## src/rtl/serial_subtractor.sv

```systemverilog
// Bit-serial two's-complement subtractor: Diff = A - B - Bin, LSB first, one bit per clock.
// A start/done handshake lets a controller issue back-to-back operations.
module serial_subtractor #(
    parameter int unsigned WIDTH = 8
) (
    input  logic             clk,
    input  logic             rst_n,
    input  logic             start,
    input  logic [WIDTH-1:0] A,
    input  logic [WIDTH-1:0] B,
    input  logic             Bin,
    output logic             busy,
    output logic             done,
    output logic [WIDTH-1:0] Diff,
    output logic             Bout,
    output logic             Ovf
);

    localparam int unsigned CW = $clog2(WIDTH) + 1;

    typedef enum logic {
        S_IDLE,
        S_RUN
    } state_t;

    state_t           r_state;
    logic [WIDTH-1:0] r_a_sr;
    logic [WIDTH-1:0] r_b_sr;
    logic [WIDTH-1:0] r_d_sr;
    logic             r_br;
    logic [CW-1:0]    r_cnt;
    logic             r_sign_a;
    logic             r_sign_b;
    logic             r_done;
    logic [WIDTH-1:0] r_diff;
    logic             r_bout;
    logic             r_ovf;

    logic             w_a0;
    logic             w_b0;
    logic             w_d;
    logic             w_br_nxt;
    logic             w_last;
    logic [WIDTH-1:0] w_diff_fin;

    // Single full-subtractor cell
    assign w_a0       = r_a_sr[0];
    assign w_b0       = r_b_sr[0];
    assign w_d        = w_a0 ^ w_b0 ^ r_br;
    assign w_br_nxt   = (~w_a0 & w_b0) | (~(w_a0 ^ w_b0) & r_br);
    assign w_last     = (r_cnt == CW'(WIDTH - 1));
    assign w_diff_fin = {w_d, r_d_sr[WIDTH-1:1]};

    always_ff @(posedge clk or negedge rst_n) begin
        if (!rst_n) begin
            r_state  <= S_IDLE;
            r_a_sr   <= '0;
            r_b_sr   <= '0;
            r_d_sr   <= '0;
            r_br     <= 1'b0;
            r_cnt    <= '0;
            r_sign_a <= 1'b0;
            r_sign_b <= 1'b0;
            r_done   <= 1'b0;
            r_diff   <= '0;
            r_bout   <= 1'b0;
            r_ovf    <= 1'b0;
        end else begin
            r_done <= 1'b0;
            case (r_state)
                S_IDLE: begin
                    if (start) begin
                        r_a_sr   <= A;
                        r_b_sr   <= B;
                        r_br     <= Bin;
                        r_d_sr   <= '0;
                        r_cnt    <= '0;
                        r_sign_a <= A[WIDTH-1];
                        r_sign_b <= B[WIDTH-1];
                        r_state  <= S_RUN;
                    end
                end
                S_RUN: begin
                    r_a_sr <= {1'b0, r_a_sr[WIDTH-1:1]};
                    r_b_sr <= {1'b0, r_b_sr[WIDTH-1:1]};
                    r_d_sr <= w_diff_fin;
                    r_br   <= w_br_nxt;
                    r_cnt  <= r_cnt + 1'b1;
                    if (w_last) begin
                        r_diff  <= w_diff_fin;
                        r_bout  <= w_br_nxt;
                        r_ovf   <= (r_sign_a != r_sign_b) && (w_diff_fin[WIDTH-1] != r_sign_a);
                        r_done  <= 1'b1;
                        r_state <= S_IDLE;
                    end
                end
                default: r_state <= S_IDLE;
            endcase
        end
    end

    assign busy = (r_state == S_RUN);
    assign done = r_done;
    assign Diff = r_diff;
    assign Bout = r_bout;
    assign Ovf  = r_ovf;

endmodule

```

## config.mk

```make
export PLATFORM = sky130hd
export DESIGN_NAME = serial_subtractor
export DESIGN_NICKNAME = d
export VERILOG_FILES = /design/src/rtl/serial_subtractor.sv
export SDC_FILE = /design/constraint.sdc
export NUM_CORES = 1
export LEC_CHECK = 0
export BUFFER_PORTS_ARGS = -buffer_cell sky130_fd_sc_hd__buf_2
export CAP_MARGIN = 10
export CELL_PAD_IN_SITES_DETAIL_PLACEMENT = 0
export CELL_PAD_IN_SITES_GLOBAL_PLACEMENT = 1
export CORE_UTILIZATION = 43
export CTS_CLUSTER_DIAMETER = 60
export DETAILED_ROUTE_END_ITERATION = 16
export PLACE_DENSITY_LB_ADDON = 0.15
export SLEW_MARGIN = 20
export SYNTH_ARGS = -nofsm -noshare
export SYNTH_HDL_FRONTEND = slang
export SYNTH_SLANG_ARGS = --single-unit
export TNS_END_PERCENT = 5
```

## constraint.sdc

```tcl
create_clock -name clk -period 1.77 [get_ports clk]
set_clock_uncertainty 0.1 [all_clocks]
set_input_delay 0.531 -clock clk [delete_from_list [all_inputs] [get_ports clk]]
set_output_delay 0.531 -clock clk [all_outputs]
set_load 0.005 [all_outputs]
```

# [Word level (Yosys, flattened, before mapping)]
# Index checks and enable logic that the tools add are counted.
[totals] register_bits=43 input_bits=20 out_inout_bits=12 word_cells=43
[classes] addsub=1 n_eq_ne=4 mux=15 n_bitwise=8 reduce_logical=3
[ops] cell="case mux 8 bit (2 select lines)" n=3
[ops] cell="2-to-1 mux 8 bit" n=3
[ops] cell="case mux 4 bit (2 select lines)" n=1
[ops] cell="2-to-1 mux 1 bit" n=5
[ops] cell="adder 4 x 1 -> 4 bit (second input constant)" n=1
[ops] cell="equality test 4 x 3 -> 1 bit (second input constant)" n=1
[ops] cell="2-to-1 mux 4 bit" n=1
[ops] cell="case mux 1 bit (2 select lines)" n=2
[ops] cell="AND reduction 2 bit" n=2
[ops] cell="inverter 1 bit" n=3
[ops] cell="AND 1 bit" n=2
[ops] cell="inequality test 1 bit" n=2
[ops] cell="inequality test 2 bit (second input constant)" n=1
[ops] cell="XOR 1 bit" n=2
[ops] cell="logical AND 1 bit" n=1
[ops] cell="OR 1 bit" n=1

# [Logic depth before layout (Yosys ltp)]
# Gate-level depths: netlist of run 1.
[logic_depth] ltp_word=5 ltp_mapped=5 ltp_nobuf=5

# [Least setup slack after synthesis of run 1]
# Ideal clock, no wire load.
[synth_path] path_type="register to register" startpoint="register r_a_sr[0]" endpoint="register r_ovf (netlist: Ovf)" setup_ns=0.127 t_arrival_ns=1.241 setup_slack_ns=0.302 path_stages_with_launch=5 period_less_slack_ns=1.468 path_cell_list="dfrtp_1 -> fa_1 -> and3b_1 -> a21oi_1 -> o21ai_0"
[synth_between] elab_chain_cells=4
[synth_rtl] element="from (decl)" line_no="27" rtl="logic [WIDTH-1:0] r_a_sr;"
[synth_rtl] element="from (signal assigned)" line_no="84" rtl="r_a_sr <= {1'b0, r_a_sr[WIDTH-1:1]};"
[synth_rtl] element="XOR 1 bit (2 in a row)" line_no="49" rtl="assign w_d = w_a0 ^ w_b0 ^ r_br;"
[synth_rtl] element="net w_d" line_no="41" rtl="logic w_d;"
[synth_rtl] element="inequality test 1 bit" line_no="92" rtl="r_ovf <= (r_sign_a != r_sign_b) && (w_diff_fin[WIDTH-1] != r_sign_a);"
[synth_rtl] element="logical AND 1 bit" line_no="92"
[synth_rtl] element="to (signal assigned)" line_no="92"
[synth_rtl] element="to (decl)" line_no="37" rtl="logic r_ovf;"
# The timed path passes the listed nets, and every way through them passes these cells.
# A chain may end at the register's enable or synchronous reset.

# [Final worst setup path of run 1]
[layout_path] startpoint="register r_cnt[0]" endpoint="register r_bout (netlist: Bout)"
[layout_between] elab_chain_cells=2
[layout_rtl] element="from (decl)" line_no="31" rtl="logic [CW-1:0] r_cnt;"
[layout_rtl] element="from (signal assigned)" line_no="88" rtl="r_cnt <= r_cnt + 1'b1;"
[layout_rtl] element="equality test 4 x 3 -> 1 bit" line_no="51" rtl="assign w_last = (r_cnt == CW'(WIDTH - 1));"
[layout_rtl] element="AND reduction 2 bit (no line)"
[layout_rtl] element="to (signal assigned)" line_no="91" rtl="r_bout <= w_br_nxt;"
[layout_rtl] element="to (decl)" line_no="36" rtl="logic r_bout;"
# Every way passes these cells.

==> results.md, run 1 <==
- Die H: 67.1 µm
- Most common library cell in the layout ignoring fill and taps: dfrtp_1
- Setup Crit Path Kind: reg -> reg
- Clk Latency, worst-skew pair: 290 ps
- Hpwl dp: 2.27 mm
- # setup viols final: 0
- Top-area cell type share of the netlist area: 57.7%
- Worst R2R Path Depth: 5
- Placed Area: 2070 µm²
- Fmax: 614 MHz
- CORE AREA: 4030 µm²
- Vias in the first global route: 1172
- Yosys top cell by area: dfrtp_1
- Die Wd: 67.1 µm
- Worst hold slack: 99.2 ps
- Root Buffer: clkbuf_8
- Data arrival, critical path: 1700 ps
- Share of cells above drive strength 1: 30.4%
- Reg2reg start: r_cnt[0]
- Ant diodes: 0
- Worst slew pin tran: 419 ps
- Port bufs: 31
- CTS sink count: 42
- Worst VDD drop: 0.000683 V
- Via count: 1237
- #FFs+latches synth: 42
- Pin count of the biggest net entering global routing: 43
- Worst-path fanout max: 10
- Setup TNS: 0 ps
- Post-synthesis sequential area ratio: 57.7%
- Worst r2r dst: Bout
- Min cycle time layout: 1630 ps
- Status: completed
- Tcrit/Tclk final: 92.0%
- Most frequent cells in the layout: dfrtp_1 (42), buf_2 (31), nand2_1 (23), o21ai_0 (23), mux2i_1 (17)
- H-tree levels: 2
- GRT Total Usage: 16.8%
- RSZ-0062 raised after global routing: no
- CP endpoint kind: flip-flop
- CTS resizes: 0
- Slew Limit Headroom: 72.0%
- Final antenna-violating net count: 0
- Final Wtd Congestion: 0.781
- Num rows: 23
- Worst Hold Class: in -> async
- Starting Density: 45.2%
- Initial antenna violation count: 0
- Number of DRC markers in iteration 0: 36
- Post-CTS setup buffer count: 0
- Final worst slack: 141 ps
- Reg-to-reg slack, setup: 140 ps
- Power Density: 1640 nW/µm²
- WL/cell: 13.3 µm
- Place WS: 133 ps
- Post-synth cell types: 23
- Post-Synthesis Cell Area: 1820 µm²
- Vias per cell: 5.07
- Final instance area: 2180 µm²
- TritonRoute pass-1 iters: 4
- Top cells by area, synth: dfrtp_1 (58%), mux2i_1 (9.3%), o21ai_0 (6.3%)
- Mean Syn Cell Area: 11.8 µm²
- DRT Wirelength: 3.24 mm
- Syn Nets: 177
- Final Hold Viols: 0
- WP data required: 1850 ps
- Max Slew Vio Count: 0
- Number of hold buffers added after CTS: 0
- Critical path launch point type: flip-flop
- Max cap viols: 0
- CTS tree: done
- CTS Buffer Depth: 2
- Die area: 4500 µm²
- P_leak: 1.10 nW
- Mapped Cells: 155
- Io pins: 32
- DRC viols: 0
- Clock-pin slew on the worst setup and hold paths: 80 ps
- Nets: 215
- Total CTS buffers: 5
- GR Overflow Total: 0
- Synth Warn #: 0
- Global-route wire length before repair: 5.39 mm
- Area growth syn-to-layout: 19.4%
layout make-up:
cell class	instances	area, µm²
tap	50	62.6
sequential	42	1050
timing repair buffer	40	235
multi-input combinational	101	707
clock buffer	8	110
fill	376	1850
inverter	3	11.3
synth_stat cells:
cell / n
buf_4: 1
a21oi_1: 2
mux2_2: 5
ha_1: 1
inv_1: 3
buf_2: 7
xor2_1: 1
nand2_1: 23
a22o_1: 3
nand3_1: 1
buf_6: 1
dfrtp_1: 42
fa_1: 1
xnor2_1: 1
nand2b_1: 9
and3b_1: 1
nor2_1: 5
a211oi_1: 1
nand4b_2: 1
o21ai_0: 23
nor2b_1: 1
mux2_4: 5
mux2i_1: 17
flip-flops by register name, indices dropped and copies added (netlist names), 4 cells and up:
name    flops
Diff        8
r_a_sr      8
r_b_sr      8
r_d_sr      7
r_cnt       4
worst max-delay path, cell delays in order (launching register included):
cell and delay [ps]:
dfrtp_1 400, ha_1 220, nand4b_2 370, buf_4 290, nand2_1 50, o21ai_0 70
through the flow:
step / utilization (%) / instances / power [mW]
after floorplan: - / 155 / 2.51
after global placement: 51.3 / 236 / 2.84
after detailed placement: 51.3 / 236 / 2.89
after CTS: 54.0 / 244 / 3.61
after global routing: 54.0 / 244 / 3.87
final: 54.0 / 244 / 3.57
worst max-delay path by stage:
stage / start / to / slack (ps)
5_1_grt: r_cnt[0] / Bout / 4
3_5_place_dp: r_cnt[0] / Bout / 130
6_report: r_cnt[0] / Bout / 140
2_1_floorplan: r_a_sr[0] / Ovf / 300
3_3_place_gp: r_cnt[0] / Bout / 210
4_1_cts: r_cnt[0] / Bout / 120
logic make-up (layout without fill, tap and decap cells):
kind of cell             count (synthesis)  count (layout)  share of synthesized area [%]
AO/OA/AOI/OAI                           29              29                           8.72
AND/OR/NAND/NOR                         41              41                           10.8
XOR/XNOR                                 2               2                          0.961
multiplexers                            27              27                           16.5
flip-flops                              42              42                           57.7
adder cells (fa/ha/maj)                  2               2                           1.78
buffers and inverters                   12              51                           3.57
power by group:
group / switching (mW) / leakage, nW / internal [mW]
logic: 0.569 / 0.510 / 0.643
registers: 0.269 / 0.535 / 1.38
clock network: 0.315 / 0.0575 / 0.394
routing by layer:
metal	track usage (%)	share of wire (%)	vias to the layer above
met5	0	0	-
met4	10.4	1.4	0
met3	4.11	4.7	6
met2	26.3	48	28
met1	20.7	45	603
li1	-	-	600
No activity file was read; power rests on OpenSTA's default activity.
==> run 2, diff against run 1 <==
Settings changed: CTS_CLUSTER_SIZE from default to 16, SETUP_SLACK_MARGIN from default to 0.5.
==> results.md, run 2 (synthesized netlist as in run 1, its figures left out) <==
- Status: completed
- Fmax: 671 MHz
- CP endpoint kind: flip-flop
- GR Overflow Total: 0
- Port bufs: 31
- Fin util: 57.0%
- Max Slew Vio Count: 0
- Number of hold buffers added after CTS: 0
- Placed Instances: 235
- Final Hold Viols: 0
- Worst hold slack: 94.9 ps
- Root Buffer: clkbuf_8
- DRT Wirelength: 3.27 mm
- Slew Limit Headroom: 75.7%
- Worst Hold Class: in -> async
- Crit-path cells: inv_2 -> fa_2 -> and3b_1 -> a21oi_1 -> o21ai_1
- Place WS: 173 ps
- Reg2reg start: r_br
- Hpwl dp: 2.25 mm
- Final instance area: 2300 µm²
- Area growth syn-to-layout: 25.9%
- P_leak: 1.15 nW
- Met3 Resource Use GR: 3.60%
- Critical path launch point type: flip-flop
- Initial antenna violation count: 0
- Via count: 1234
- Die Wd: 67.1 µm
- Power, Total: 3.98 mW
- M2 GR Usage: 25.0%
- Layout fillers: 364
- Tcrit/Tclk final: 84.2%
- TritonRoute pass-1 iters: 4
- Max cap viols: 0
- Share of cells above drive strength 1: 34.7%
- Global-route wire length before repair: 5.36 mm
- Most common library cell in the layout ignoring fill and taps: dfrtp_1
- CTS Buffer Depth: 2
- Ant diodes: 0
- Vias per cell: 4.96
- CTS sink count: 42
- Worst VDD drop: 0.000622 V
- Number of DRC markers in iteration 0: 58
- Starting Density: 45.2%
- Io pins: 32
- CTS tree: done
- Total CTS buffers: 5
- Final Wtd Congestion: 0.728
- Placed Area: 2070 µm²
- Most frequent cells in the layout: dfrtp_1 (41), buf_2 (31), nand2_1 (23)
- Final antenna-violating net count: 0
- Met1 Usage GRT: 22.1%
- Data arrival, critical path: 1570 ps
- Min cycle time layout: 1490 ps
- Setup TNS: 0 ps
- H-tree levels: 2
- CORE AREA: 4030 µm²
- Gr busiest metal: met2
- CP startpoint: r_br
- Worst slew pin tran: 364 ps
- WP data required: 1850 ps
- # setup viols final: 0
- WL/cell: 13.1 µm
- Clock-pin slew on the worst setup and hold paths: 80 ps
- Post-route insts no fill: 249
- Die area: 4500 µm²
- Die H: 67.1 µm
- Critical Path Max Stage Delay: 460 ps
- Nets: 220
- Final worst slack: 280 ps
- Vias in the first global route: 1155
- Pin count of the biggest net entering global routing: 43
- Worst-path fanout max: 4
- Power Density: 1730 nW/µm²
- Num rows: 23
- Clk Latency, worst-skew pair: 290 ps
- RSZ-0062 raised after global routing: yes
- GRT Total Usage: 16.4%
- Setup Crit Path Kind: reg -> reg
- Slowest cell on the critical path: fa_2
- DRC viols: 0
[run 2: cell type report]
cell class	instances	area (µm²)	share of cell area, %
inverter	3	11.3	0.490
clock inverter	2	60.1	2.62
sequential	42	1050	45.8
clock buffer	6	82.6	3.60
multi-input combinational	102	746	32.5
timing repair buffer	44	282	12.3
tap	50	62.6	2.72
[run 2: path summary, 6_finish.rpt]
path / slack, ps / end / depth (start not counted)
min reg2reg: 380 / Ovf / 2
max reg2reg: 280 / Ovf / 5
max: 280 / Ovf / 5
min: 90 / Diff[0] / 2
min in group clk: 380 / Ovf / 2
max in group asynchronous: 1250 / busy / 2
[run 2: metal layers]
metal  up-vias  wire [µm]
met3         6        117
met2        22       1500
met1       593       1600
met4         0         54
li1        613          -
met5         -          0
[run 2: critical path, delay by kind of cell, from the launching register on]
family,cells,cell delay (ps)
fa+ha+maj,1,460
flops,1,390
simple gates,1,190
compound gates,2,170
buf+inv,1,60
[run 2: what timing repair did]
action / in CTS / in global routing
gates resized for setup: 6 / 3
setup endpoints to repair: 47 / 50
setup buffers: 5 / 0
pin swaps: 2 / 2
cloned: 1 / 0
[run 2: power by group]
group	internal (mW)	switching (mW)
clock	0.602	0.319
combinational	0.776	0.627
sequential	1.38	0.277
==> run 3, diff against run 2 <==
Settings changed: ABC_AREA from default to 1, CORE_UTILIZATION 43 to 40.
Clock period 1.77 ns to 1.5 ns, I/O delays scaled along.
==> results.md, run 3 <==
- Final Wtd Congestion: 0.744
- Worst-path fanout max: 3
- Nets: 265
- Clock-pin slew on the worst setup and hold paths: 80 ps
- Placed Area: 1980 µm²
- Worst hold slack: 35.2 ps
- Clk Latency, worst-skew pair: 280 ps
- Worst R2R Path Depth: 7
- Most common library cell in the layout ignoring fill and taps: nand2_1
- Fin util: 52.9%
- Post-synth cell types: 15
- TritonRoute pass-1 iters: 4
- P_leak: 1.14 nW
- Number of DRC markers in iteration 0: 60
- Most frequent cells in the layout: nand2_1 (92), dfrtp_1 (41), buf_2 (33)
- Starting Density: 42.5%
- Min cycle time layout: 1420 ps
- Slew Limit Headroom: 85.4%
- Worst VDD drop: 0.000660 V
- Vias in the first global route: 1351
- Async set or reset register ratio after synthesis: 100%
- WP data required: 1580 ps
- Post-synthesis sequential area ratio: 60.5%
- GRT Total Usage: 17.9%
- Vias per cell: 4.78
- Post-synth top cells: nand2_1 (92), dfrtp_1 (42), inv_1 (16)
- Final antenna-violating net count: 0
- CTS Buffer Depth: 2
- Power Density: 1940 nW/µm²
- H-tree levels: 2
- Post-route insts no fill: 293
- Syn Nets: 219
- Post-synth EDFFs: 0
- Predominant post-synthesis flop cell: dfrtp_1
- M2 GR Usage: 30.4%
- Most numerous cell in the Yosys netlist: nand2_1
- Synth Warn #: 0
- CTS tree: done
- Reg-to-reg slack, setup: 80 ps
- Tcrit/Tclk final: 94.5%
- Die area: 4610 µm²
- Yosys top cell by area: dfrtp_1
- #FFs+latches synth: 42
- Placed Instances: 279
- Worst slew pin tran: 218 ps
- Critical path launch point type: flip-flop
- Met3 Resource Use GR: 4.00%
- Final worst slack: 83.1 ps
- Top-area cell type share of the netlist area: 60.5%
- Setup TNS: 0 ps
- Top cells by area, synth: dfrtp_1 (61%), nand2_1 (20%), nand3_1 (4.3%)
- Fmax: 706 MHz
- Final Hold Viols: 0
- Status: completed
- Pin count of the biggest net entering global routing: 41
- Mean Syn Cell Area: 8.82 µm²
- Initial antenna violation count: 0
- CORE AREA: 4090 µm²
- WL/cell: 12.3 µm
- Data arrival, critical path: 1500 ps
- Hpwl dp: 2.36 mm
- Met1 Usage GRT: 21.2%
- Worst r2r dst: Ovf
- Die H: 67.9 µm
- Share of cells above drive strength 1: 25.1%
- Place WS: 64.9 ps
- Root Buffer: clkbuf_8
- Layout fillers: 393
- # setup viols final: 0
- DRC viols: 0
- CTS sink count: 42
- Post-Synthesis Cell Area: 1740 µm²
- Ant diodes: 0
- Max cap viols: 0
- Num rows: 23
- Port bufs: 31
- Mapped Cells: 197
- DRT Wirelength: 3.59 mm
- Final instance area: 2160 µm²
- Setup Crit Path Kind: reg -> reg
- Power, Total: 4.19 mW
- RSZ-0062 raised after global routing: yes
- Io pins: 32
- CP endpoint kind: flip-flop
- GR Overflow Total: 0
- Gr busiest metal: met2
- Die Wd: 67.9 µm
- Global-route wire length before repair: 5.92 mm
- Max Slew Vio Count: 0
- Reg2reg start: r_br
- Area growth syn-to-layout: 24.4%
- Via count: 1400
- Total CTS buffers: 5
- Worst Hold Class: in -> async
[run 3: cell types whose count changed in the layout (fill, tap and decap cells not counted), sizes merged, moves of 2 or more]
cell    change
a21oi       -2
a22o        -3
bufinv      -2
clkinv      +2
inv        +14
mux2       -10
mux2i      -17
nand2      +69
nand2b      -9
nand3      +14
nand4b      -2
o211ai      +2
o21ai      -14
o22ai       +5
[run 3: cell type report]
cell class                 count  area, µm²  area share (%)
inverter                      17       63.8            2.95
clock buffer                   5       68.8            3.18
multi-input combinational    132        618            28.6
timing repair buffer          45        285            13.2
clock inverter                 2       10.0           0.463
sequential                    42       1050            48.7
tap                           50       62.6            2.90
[run 3: worst max path at each step]
stage,startpoint,end,cells after the start,slack [ps]
after global placement,r_br,Ovf,7,90
after CTS,r_b_sr[0],Ovf,7,60
final,r_br,Ovf,7,80
after detailed placement,r_br,Ovf,7,60
after floorplan,r_br,Ovf,7,120
after global routing,r_br,Ovf,7,-20
[run 3: kinds of logic (layout without fill, tap and decap cells)]
| family | count (synthesis) | after routing | synth area share [%] |
|---|---|---|---|
| DFF | 42 | 42 | 60.5 |
| AOI/OAI and AO/OA | 16 | 16 | 5.26 |
| and+or+nand+nor | 114 | 114 | 26.5 |
| adders and majority gates | 2 | 2 | 1.87 |
| buffers and inverters | 23 | 69 | 5.84 |
[run 3: critical path, cell delays in order, from the launching register on]
cell	delay [ps]
dfrtp_1	360
inv_2	50
fa_1	580
nor2_1	50
nand2_1	50
nand2_1	40
nand2_1	50
nand2_1	40
[run 3: per-layer routing]
metal	routed length, µm	part of all wire [%]
met1	1530	43
met2	1850	52
met3	155	4.3
met4	53	1.5
met5	0	0
[run 3: power by group]
| part | switching (mW) | leakage (nW) | internal [mW] |
|---|---|---|---|
| clock | 0.357 | 0.0438 | 0.312 |
| sequential | 0.274 | 0.539 | 1.61 |
| combinational | 0.898 | 0.558 | 0.741 |
[run 3: timing repair]
item / 4_1_cts / 5_1_grt
endpoints found under the hold margin: 2 / 0
cloned: 0 / 2
endpoints found under the setup margin: 54 / 54
gates resized for setup: 2 / 13
pin swaps: 1 / 4
buffers inserted: 1 / 3
hold buffers: 1 / 0
